### src/rtl/key_entry_dec.sv
// Keypad digit entry buffer: debounced-press FSM, 4-digit BCD shift buffer, one-hot decode.
// Define KEY_ENTRY_SCAN_EN to add the multiplexed 7-segment scan outputs (seg, an).
module key_entry_dec #(
    parameter logic [15:0] SCAN_DIV = 16'd50000
) (
    input  logic        clk,
    input  logic        resetn,
    input  logic [3:0]  d_in,
    input  logic        loadn,
    input  logic        clear,
    output logic [9:0]  dec_out,
    output logic [15:0] digits,
    output logic [2:0]  count,
    output logic        valid,
    output logic        err
`ifdef KEY_ENTRY_SCAN_EN
    ,
    output logic [6:0]  seg,
    output logic [3:0]  an
`endif
);

    localparam logic [0:0] IDLE = 1'b0;
    localparam logic [0:0] HOLD = 1'b1;

    logic [0:0] state;
    logic       press;
    logic       accept;

    // Exactly one event per press: only the IDLE->HOLD transition counts.
    assign press  = (state == IDLE) && !loadn;
    assign accept = (d_in <= 4'd9) && (count < 3'd4);

    always_ff @(posedge clk or negedge resetn) begin
        if (!resetn) begin
            state <= IDLE;
        end else begin
            state <= loadn ? IDLE : HOLD;
        end
    end

    // Clear overrides a coincident press but leaves the FSM alone, so a held key stays consumed.
    always_ff @(posedge clk or negedge resetn) begin
        if (!resetn) begin
            digits  <= 16'h0000;
            count   <= 3'd0;
            dec_out <= 10'b0;
            valid   <= 1'b0;
            err     <= 1'b0;
        end else begin
            valid <= 1'b0;
            err   <= 1'b0;
            if (clear) begin
                digits  <= 16'h0000;
                count   <= 3'd0;
                dec_out <= 10'b0;
            end else if (press) begin
                if (accept) begin
                    digits  <= {digits[11:0], d_in};
                    count   <= count + 3'd1;
                    dec_out <= 10'b1 << d_in;
                    valid   <= 1'b1;
                end else begin
                    err <= 1'b1;
                end
            end
        end
    end

`ifdef KEY_ENTRY_SCAN_EN
    logic [15:0] pre_cnt;
    logic [1:0]  slot;
    logic [3:0]  nib;
    logic [6:0]  seg_nxt;

    always_ff @(posedge clk or negedge resetn) begin
        if (!resetn) begin
            pre_cnt <= 16'd0;
            slot    <= 2'd0;
        end else if (pre_cnt == SCAN_DIV - 16'd1) begin
            pre_cnt <= 16'd0;
            slot    <= slot + 2'd1;
        end else begin
            pre_cnt <= pre_cnt + 16'd1;
        end
    end

    assign nib = digits[{slot, 2'b00} +: 4];

    // Active-low, bit 0 = segment a ... bit 6 = segment g.
    always_comb begin
        seg_nxt = 7'b1111111;
        case (nib)
            4'd0: seg_nxt = 7'b1000000;
            4'd1: seg_nxt = 7'b1111001;
            4'd2: seg_nxt = 7'b0100100;
            4'd3: seg_nxt = 7'b0110000;
            4'd4: seg_nxt = 7'b0011001;
            4'd5: seg_nxt = 7'b0010010;
            4'd6: seg_nxt = 7'b0000010;
            4'd7: seg_nxt = 7'b1111000;
            4'd8: seg_nxt = 7'b0000000;
            4'd9: seg_nxt = 7'b0010000;
            default: seg_nxt = 7'b1111111;
        endcase
    end

    // Slots beyond the number of held digits stay dark.
    always_ff @(posedge clk or negedge resetn) begin
        if (!resetn) begin
            an  <= 4'b1111;
            seg <= 7'b1111111;
        end else if ({1'b0, slot} < count) begin
            an  <= ~(4'b0001 << slot);
            seg <= seg_nxt;
        end else begin
            an  <= 4'b1111;
            seg <= 7'b1111111;
        end
    end
`endif

endmodule

### config.mk
export PLATFORM = sky130hd
export DESIGN_NAME = key_entry_dec
export DESIGN_NICKNAME = d
export VERILOG_FILES = /design/src/rtl/key_entry_dec.sv
export SDC_FILE = /design/constraint.sdc
export NUM_CORES = 1
export LEC_CHECK = 0
export CAP_MARGIN = 40
export CORE_MARGIN = 2
export CORE_UTILIZATION = 48
export CTS_CLUSTER_SIZE = 25
export DETAILED_ROUTE_END_ITERATION = 10
export PLACE_DENSITY_LB_ADDON = 0.12
export SLEW_MARGIN = 20
export SYNTH_ARGS = -nofsm -noshare
export SYNTH_HDL_FRONTEND = slang
export SYNTH_SLANG_ARGS = --single-unit
### constraint.sdc
create_clock -name clk -period 2.2 [get_ports clk]
set_input_delay 0.66 -clock clk [delete_from_list [all_inputs] [get_ports clk]]
set_output_delay 0.66 -clock clk [all_outputs]
set_load 0.02 [all_outputs]
==> results of run 1 <==
[report_power, final]
| part | leakage (nW) | internal (mW) | switching [mW] |
|---|---|---|---|
| Combinational | 0.327 | 0.0519 | 0.0605 |
| Clock | 0.0374 | 0.181 | 0.182 |
| Sequential | 0.442 | 0.597 | 0.00626 |
| Total | 0.807 | 0.830 | 0.249 |
[layout by cell type (no fill, tap or decap)]
master	n
nor4_2	1
nor3_4	1
or3_1	1
o21a_2	1
nor2_1	2
ha_1	1
inv_1	2
clkbuf_8	2
nor3_1	1
clkbuf_4	5
o41a_1	1
dfrtp_1	32
a22o_1	23
nor3b_1	3
and3_1	1
clkdlybuf4s50_1	38
buf_4	11
a32o_1	5
buf_12	1
mux2_2	1
[layer usage]
metal	share of wire, %	routed length [um]	global-route usage, %
met1	42	1130	28.1
met2	51	1370	31.7
met3	6.6	178	6.28
met4	0.96	26	8.33
met5	0	0	0
[worst paths after layout]
| check | start | end | slack, ns | cells past startpoint |
|---|---|---|---|---|
| min in group asynchronous | resetn | digits[8] | 0.73 | 2 |
| worst min register to register | dec_out[6] | dec_out[6] | 0.50 | 1 |
| worst min-delay path | dec_out[6] | dec_out[6] | 0.50 | 1 |
| max in group asynchronous | resetn | digits[1] | 1.18 | 2 |
| worst max register to register | count[2] | dec_out[2] | 0.69 | 3 |
| worst max-delay path | count[2] | count[2] | 0.06 | 1 |
[metrics by stage]
| step | instance area (um2) | utilization (%) | setup TNS [ns] |
|---|---|---|---|
| floorplan | 1220 | - | 0 |
| global placement | 1700 | 69.3 | -0.00207 |
| detailed placement | 1700 | 69.3 | -0.296 |
| CTS | 1770 | 71.9 | 0 |
| global route | 1770 | 71.9 | 0 |
| finish | 1770 | 71.9 | 0 |
[cell type report]
| class | instances | area (um2) | area share [%] |
|---|---|---|---|
| Multi-Input combinational cell | 42 | 372 | 21.0 |
| Clock buffer | 7 | 65.1 | 3.69 |
| Inverter | 2 | 7.51 | 0.425 |
| Tap cell | 30 | 37.5 | 2.13 |
| Sequential cell | 32 | 801 | 45.4 |
| Timing Repair Buffer | 50 | 483 | 27.4 |
[registers in the layout, summed over array words and instances, names as in the netlist]
signal and count:
count 3, valid 1, digits 16, err 1
dec_out 10, state 1
[logic make-up after synthesis]
family	share of synthesized area [%]
flops	65.4
compound gates	22.2
simple gates	6.24
buf+inv	4.19
mux	0.920
fa+ha+maj	1.02
==> reports/metrics.yaml, run 1 <==
ys_seq_area_share_pct: 65.4
clk_latency_ns: 0.32
grt_pass1_wl_um: 4350
critPathRequiredTime_ns: 1.54
antennaDiodeCount: 0
pin_count: 39
port_buffers: 38
cts_hold_buf: 0
worstSetupPathType: "flop to output pin"
ctsResizeCount: 0
crit_family: "buffers and inverters"
leakage_nw: 0.807
fp.dieW_um: 54.5
crit_path_start_kind: "flop"
place.gp.congestion: 0.824
antenna_found_initial: 0
critPathSlowestCell: "clkdlybuf4s50_1"
post-synth-top-area-cell: "dfrtp_1"
grt_max_degree: 33
fin_crit_sh_pct: 97.2
power_density_mw_per_mm2: 611
path_buf_inv: 1
min_period_ns: 2.14
dp_slack_ns: -0.0463
totalWireLength_um: 2700
ys_ff_latch: 32
ys_types: 17
drive_gt1_share_pct: 17.3
rsz0062_at_grt: "no"
critPathMaxStageDelay_ns: 0.66
synthCells: 81
grt_pass1_vias: 936
holdCritPathClass: "flop to flop"
slew-limit-headroom_pct: 73.2
synth_warnings: 0
ir_worst_vdd_mv: 0.478
synthToLayoutAreaGrowth_pct: 44.3
wl_per_cell_um: 16.6
die-area_mm2: 0.00297
status: "completed"
synth_ff_type: "dfrtp_1"
nNetsFinal: 142
setup_violations: 0
clock_skew_ns: 0.00816
syn_nets: 90
antenna_left: 0
first_pass_iters: 4
whs_ns: 0.504
grtUsageTotal_pct: 20.9
clock_sinks: 32
arrival_ns: 1.48
via_per_inst: 5.55
synth_most_common_cell: "dfrtp_1"
fmax_mhz: 468
cts-root-buf: "clkbuf_4"
numCtsBuffers: 5
end_kind: "output pin"
setup_slack_ns: 0.0617
hold_violations: 0
grt_overflow: 0
clkTransAtPathRegs_ns: 0.10
htreeDepth: 2
synth_edf_count: 0
yosys.area.top_type_share_pct: 65.4
worst_pin_slew_ns: 0.402
routed-via-count: 905
fillers: 179
maxSlewViolCount: 0
path_max_fanout: 6
cts_tree: "yes"
clockBufferDepth: 2
row_count: 18
synthTopCellsByArea: "dfrtp_1 65%, a22o_1 16%, a32o_1 4.1%"
die_h_um: 54.5
initial_core_util_pct: 49.8
power_mw: 1.08
fin_cells: 163
async_flop_share_pct: 100
dp_hpwl_um: 1920
synth_area_mm2: 0.00122
syn_area_per_cell_um2: 15.1
coreArea_mm2: 0.00245
crit_chain: "clkdlybuf4s50_1"
place_inst: 156
route.detailed.drc: 0
synth_commonest_cells: "32 x dfrtp_1, 23 x a22o_1, 5 x a32o_1"
max-cap-violations: 0
drt-initial-drc-count: 16
post-cts-setup-buffers: 0
Note: power is estimated with default switching activity, not from simulation.
==> run 2, diff against run 1 <==
- GPL_TIMING_DRIVEN: default -> 0
==> run 2 against run 1 <==
  * Worst hold slack got worse by 0.14 ns
  * Via count fell by 1.8%
  * Count of clock-buffer cells in the layout rose by 1
  * Combinational power is 9.8% lower
  * Global-route usage is 0.45 points lower
  * Clock power shrank 4%
  * Cell count fell by 3.7%
  * Total power is 2.5% lower
  * Die area unchanged
==> reports/metrics.yaml, run 2 (same netlist as run 1, synthesis figures left out) <==
path_max_fanout: 6  # unchanged
routed-via-count: 889  # -1.8%
fp.dieW_um: 54.5  # unchanged
first_pass_iters: 4  # unchanged
initial_core_util_pct: 49.8  # unchanged
holdCritPathClass: "input pin to asynchronous set/reset pin"
leakage_nw: 0.768  # -4.8%
setup_slack_ns: 0.0545  # -0.00719 ns
crit_family: "buffers and inverters"
path_buf_inv: 1  # unchanged
largest_register_ffs: 16  # unchanged
fin_cells: 157  # -3.7%
wl_per_cell_um: 15.8  # -4.6%
nNetsFinal: 135  # -4.9%
place.gp.congestion: 0.690  # -16%
power_density_mw_per_mm2: 621  # +1.6%
port_buffers: 38  # unchanged
cts-root-buf: "clkbuf_4"
min_period_ns: 2.15  # +0.00719 ns
final_cell_mix: "37 x clkdlybuf4s50_1, 32 x dfrtp_1, 23 x a22o_1, 5 x a32o_1, 5 x clkbuf_4"
die-area_mm2: 0.00297  # unchanged
multiInputGateArea_um2: 372  # unchanged
tns_ns: 0  # unchanged
antennaDiodeCount: 0  # unchanged
clkTransAtPathRegs_ns: 0.09  # about the same
maxSlewViolCount: 0  # unchanged
post-cts-setup-buffers: 0  # unchanged
regArea_um2: 801  # unchanged
critPathRequiredTime_ns: 1.54  # about the same
grt_max_degree: 33  # unchanged
end_kind: "output pin"
via_per_inst: 5.66  # +2.0%
fillers: 194  # +8.4%
crit_chain: "clkdlybuf4s50_1"
die_h_um: 54.5  # unchanged
place_inst: 149  # -4.5%
slew-limit-headroom_pct: 54.4  # -19 points
clockBufferDepth: 2  # unchanged
antenna_found_initial: 0  # unchanged
htreeDepth: 2  # unchanged
grt_overflow: 0  # unchanged
final_common_cell: "clkdlybuf4s50_1"
fin_crit_sh_pct: 97.5  # +0.33 points
dp_slack_ns: -0.269  # -0.223 ns
hold_violations: 0  # unchanged
cts_hold_buf: 0  # unchanged
clock_skew_ns: 0.00468  # -0.00348 ns
pin_count: 39  # unchanged
dp_hpwl_um: 1750  # -8.8%
crit_start: "count[2]"
status: "completed"
antenna_left: 0  # unchanged
grtUsageTotal_pct: 20.5  # -0.45 points
reg_top3: "digits: 16 flops, dec_out: 10 flops, count: 3 flops"
rsz0062_at_grt: "no"
critPathMaxStageDelay_ns: 0.66  # about the same
max-cap-violations: 0  # unchanged
clock_sinks: 32  # unchanged
drt-initial-drc-count: 19  # +3
route.detailed.drc: 0  # unchanged
arrival_ns: 1.49  # about the same
ctsResizeCount: 0  # unchanged
numCtsBuffers: 5  # unchanged
row_count: 18  # unchanged
rr_startpoint: "state"
cts_tree: "yes"
totalWireLength_um: 2480  # -8.1%
grt_pass1_vias: 843  # -9.9%
drive_gt1_share_pct: 12.6  # -4.7 points
fmax_mhz: 466  # -0.33%
setup_violations: 0  # unchanged
synthToLayoutAreaGrowth_pct: 38.5
power_mw: 1.05  # -2.5%
worst_pin_slew_ns: 0.684  # +0.282 ns
worstSetupPathType: "flop to output pin"
critPathSlowestCell: "clkdlybuf4s50_1"
largest_register: "digits"
clk_latency_ns: 0.33  # about the same
crit_path_start_kind: "flop"
coreArea_mm2: 0.00245  # unchanged
grt_pass1_wl_um: 4100  # -5.9%
ir_worst_vdd_mv: 0.526  # +9.9%
-- run 2: routing by layer --
metal | vias to the layer above | global-route usage (%) | wire length [um] | share of wire, %
met5 | - | 0 | 0 | 0
met4 | 0 | 11.3 | 53 | 2.1
met3 | 8 | 6.01 | 120 | 4.8
met2 | 27 | 28.7 | 1180 | 47
met1 | 443 | 28.6 | 1130 | 46
li1 | 411 | - | - | -
-- run 2: cell type report --
cell class / instances / area share, %
plain buffers: 5 / 2.58
clock buffers: 8 / 3.47
inverters: 2 / 0.443
multi-input cells: 42 / 21.9
flip-flops and latches: 32 / 47.2
well taps: 30 / 2.21
repair buffers: 38 / 22.1
-- run 2: power by group --
part / switching (mW) / internal (mW) / leakage, nW
registers: 0.00634 / 0.597 / 0.442
clock network: 0.191 / 0.158 / 0.0326
logic: 0.0574 / 0.0434 / 0.293
-- run 2: worst paths after layout --
check	to	slack, ns	cells after the start
worst min register to register	dec_out[6]	0.50	1
max in group asynchronous	count[0]	1.40	1
worst max register to register	digits[10]	0.58	4
worst max-delay path	count[2]	0.05	1
min in group clk	dec_out[6]	0.50	1
worst min-delay path	digits[8]	0.36	1
-- run 2: through the flow --
stage / utilization (%) / instance area [um2] / hold WS, ns
after floorplan: - / 1220 / 0.364
after global placement: 66.9 / 1640 / 0.479
after detailed placement: 66.7 / 1640 / 0.484
after CTS: 69.1 / 1700 / 0.369
after global routing: 69.1 / 1700 / 0.405
final: 69.1 / 1700 / 0.361
==> run 3, diff against run 2 <==
- CTS_CLUSTER_DIAMETER: default -> 120
- SKIP_CTS_REPAIR_TIMING: default -> 1
==> results of run 3 <==
Same layout as run 2: the final DEF is identical, and so are final timing and power.
==> RTL change, RTL diff (settings of run 3) <==
Build with the macro `KEY_ENTRY_SCAN_EN` defined.
--- a/src/rtl/key_entry_dec.sv
+++ b/src/rtl/key_entry_dec.sv
@@ -1,5 +1,7 @@
 // Keypad digit entry buffer: debounced-press FSM, 4-digit BCD shift buffer, one-hot decode.
 // Define KEY_ENTRY_SCAN_EN to add the multiplexed 7-segment scan outputs (seg, an).
+`define KEY_ENTRY_SCAN_EN
+
 module key_entry_dec #(
     parameter logic [15:0] SCAN_DIV = 16'd50000
 ) (
Behaviour (old outputs only; new: an and seg): unchanged (equiv_simple and equiv_induct, registers matched by name and starting in step).
==> RTL change against run 3 <==
Global-route usage fell by 0.63 points. Count of clock-buffer cells in the layout rose by 3. Setup slack improved by 40 ps. Sequential share of layout area fell by 5.5 points. Worst hold slack got worse by 180 ps. Wire length rose by 140%. Sequential power rose by 92%. Synthesized cell count rose to 3.3 times the old value. Clock skew rose by 5.9 ps. Sequential cell count rose by 29. Combinational power rose by 110%. Area after synthesis rose by 130%. Final area rose by 120%. Power rose by 140%. Critical endpoint is now an[3].
==> RTL change: results (changes against run 3) <==
[synthesis]
yosys-top-cells-count = 50 x dfrtp_1, 48 x nand2_1, 26 x a21oi_1
yosysWarnings = 0  ; unchanged
synthFlopType = dfrtp_1
synth_cell_type_count = 36  ; +19
synth-seq-area-share_pct = 54.1  ; -11 points
synth.area.top_cells = dfrtp_1 44%, dfstp_2 10%, nand2_1 6.3%
synth_fp_nets = 289  ; +220%
synthArstFlopShare_pct = 100  ; unchanged

[layout]
drive_gt1_share_pct = 15.5  ; +2.9 points
nFillCells = 498  ; +160%
reg_top3 = digits x16, pre_cnt x16, dec_out x10
fin_nets = 350  ; +160%
antennaDiodeCount = 0  ; unchanged

[critical_path]
critPathTopFamily = buffers and inverters
cp_max_fo = 1  ; -5
crit_slowest_cell = clkdlybuf4s50_1
cpPeakStageDelay_ps = 590  ; -70 ps
cp_data_required_time_ps = 1540  ; about the same

[placed_design]
gp_congestion = 0.780  ; +13%
preCtsSetupSlack_ps = -376  ; -107 ps
port_buffers = 47  ; +24%
hpwl_um = 4190  ; +140%

[routing]
via_count = 2129  ; +140%
drt_first_pass_iters = 4  ; unchanged
drt_iter0_drc = 113  ; +94
wl_per_cell_um = 14.4  ; -8.7%

[global_route]
antenna_found_initial = 0  ; unchanged
grt_use_total_pct = 19.9  ; -0.63 points
grt_pass1_wl_um = 9810  ; +140%
grt_max_degree = 47  ; +42%

[clock_tree]
htreeDepth = 3  ; +1
clk_pin_slew_worst_paths_ps = 70  ; -20 ps
cts_max_path_buffers = 2  ; unchanged
clockRootBuffer = clkbuf_8
clk_latency_ps = 340
cts_made_buffers = 9  ; +4

[timing]
fin_worst_skew_ps = 10.6  ; +5.95 ps
max_slew_margin_pct = 65.7  ; +11 points

[pwr]
vdd.ir_drop.worst_mv = 0.452  ; -14%
p_leak_uw = 0.00158  ; +110%

[hold_path]
worst_hold_path_type = input port to asynchronous set/reset pin

[status]
status = finished clean

[flow_run]
drv_cap = 0  ; unchanged

==> RTL change: cell families (layout without fill, tap and decap cells) <==
kind of cell	after synthesis	in the layout	share of synthesized area [%]
compound gates	40	40	8.57
xor+xnor	17	17	5.23
fa+ha+maj	12	12	5.28
buf+inv	26	92	4.13
flops	61	61	54.1
mux	8	8	4.66
simple gates	105	105	18.0
==> RTL change: where the power goes <==
part           switching [uW]  internal (uW)
sequential               13.2           1150
clock                     445            701
combinational             125           87.2
==> RTL change: cell type report <==
type	count	area, um2	share of cell area [%]
Buffer	14	78.8	2.13
Clock buffer	11	151	4.10
Clock inverter	5	81.3	2.20
Inverter	12	45.0	1.22
Multi-Input combinational cell	182	1190	32.2
Sequential cell	61	1540	41.7
Tap cell	75	93.8	2.54
Timing Repair Buffer	50	513	13.9
==> RTL change: path summary, 6_finish.rpt <==
path                            slack (ps)         end        from  cells past startpoint
worst max-delay path                    90       an[3]       an[3]                      1
worst min-delay path                   180       state      resetn                      1
worst max register to register         110      seg[4]     slot[0]                      8
worst min register to register         490  pre_cnt[0]  pre_cnt[0]                      1
max in group asynchronous             1460      seg[6]      resetn                      2
min in group clk                       490  pre_cnt[0]  pre_cnt[0]                      1
==> RTL change: metal layers <==
metal | track usage [%] | vias up | share of wire, %
met4 | 9.15 | 0 | 1.4
met1 | 27.4 | 1030 | 48
met2 | 30.4 | 61 | 46
li1 | - | 1028 | -
met5 | 0 | - | 0
met3 | 4.00 | 10 | 4.8
==> RTL change: metrics by stage <==
stage                     cells  cell area [um2]  TNS [ps]
after detailed placement    392             3430     -9190
after floorplan             269             2850         0
after CTS                   408             3670      -276
after global placement      391             3410    -93040
final                       410             3690         0
after global routing        410             3690         0
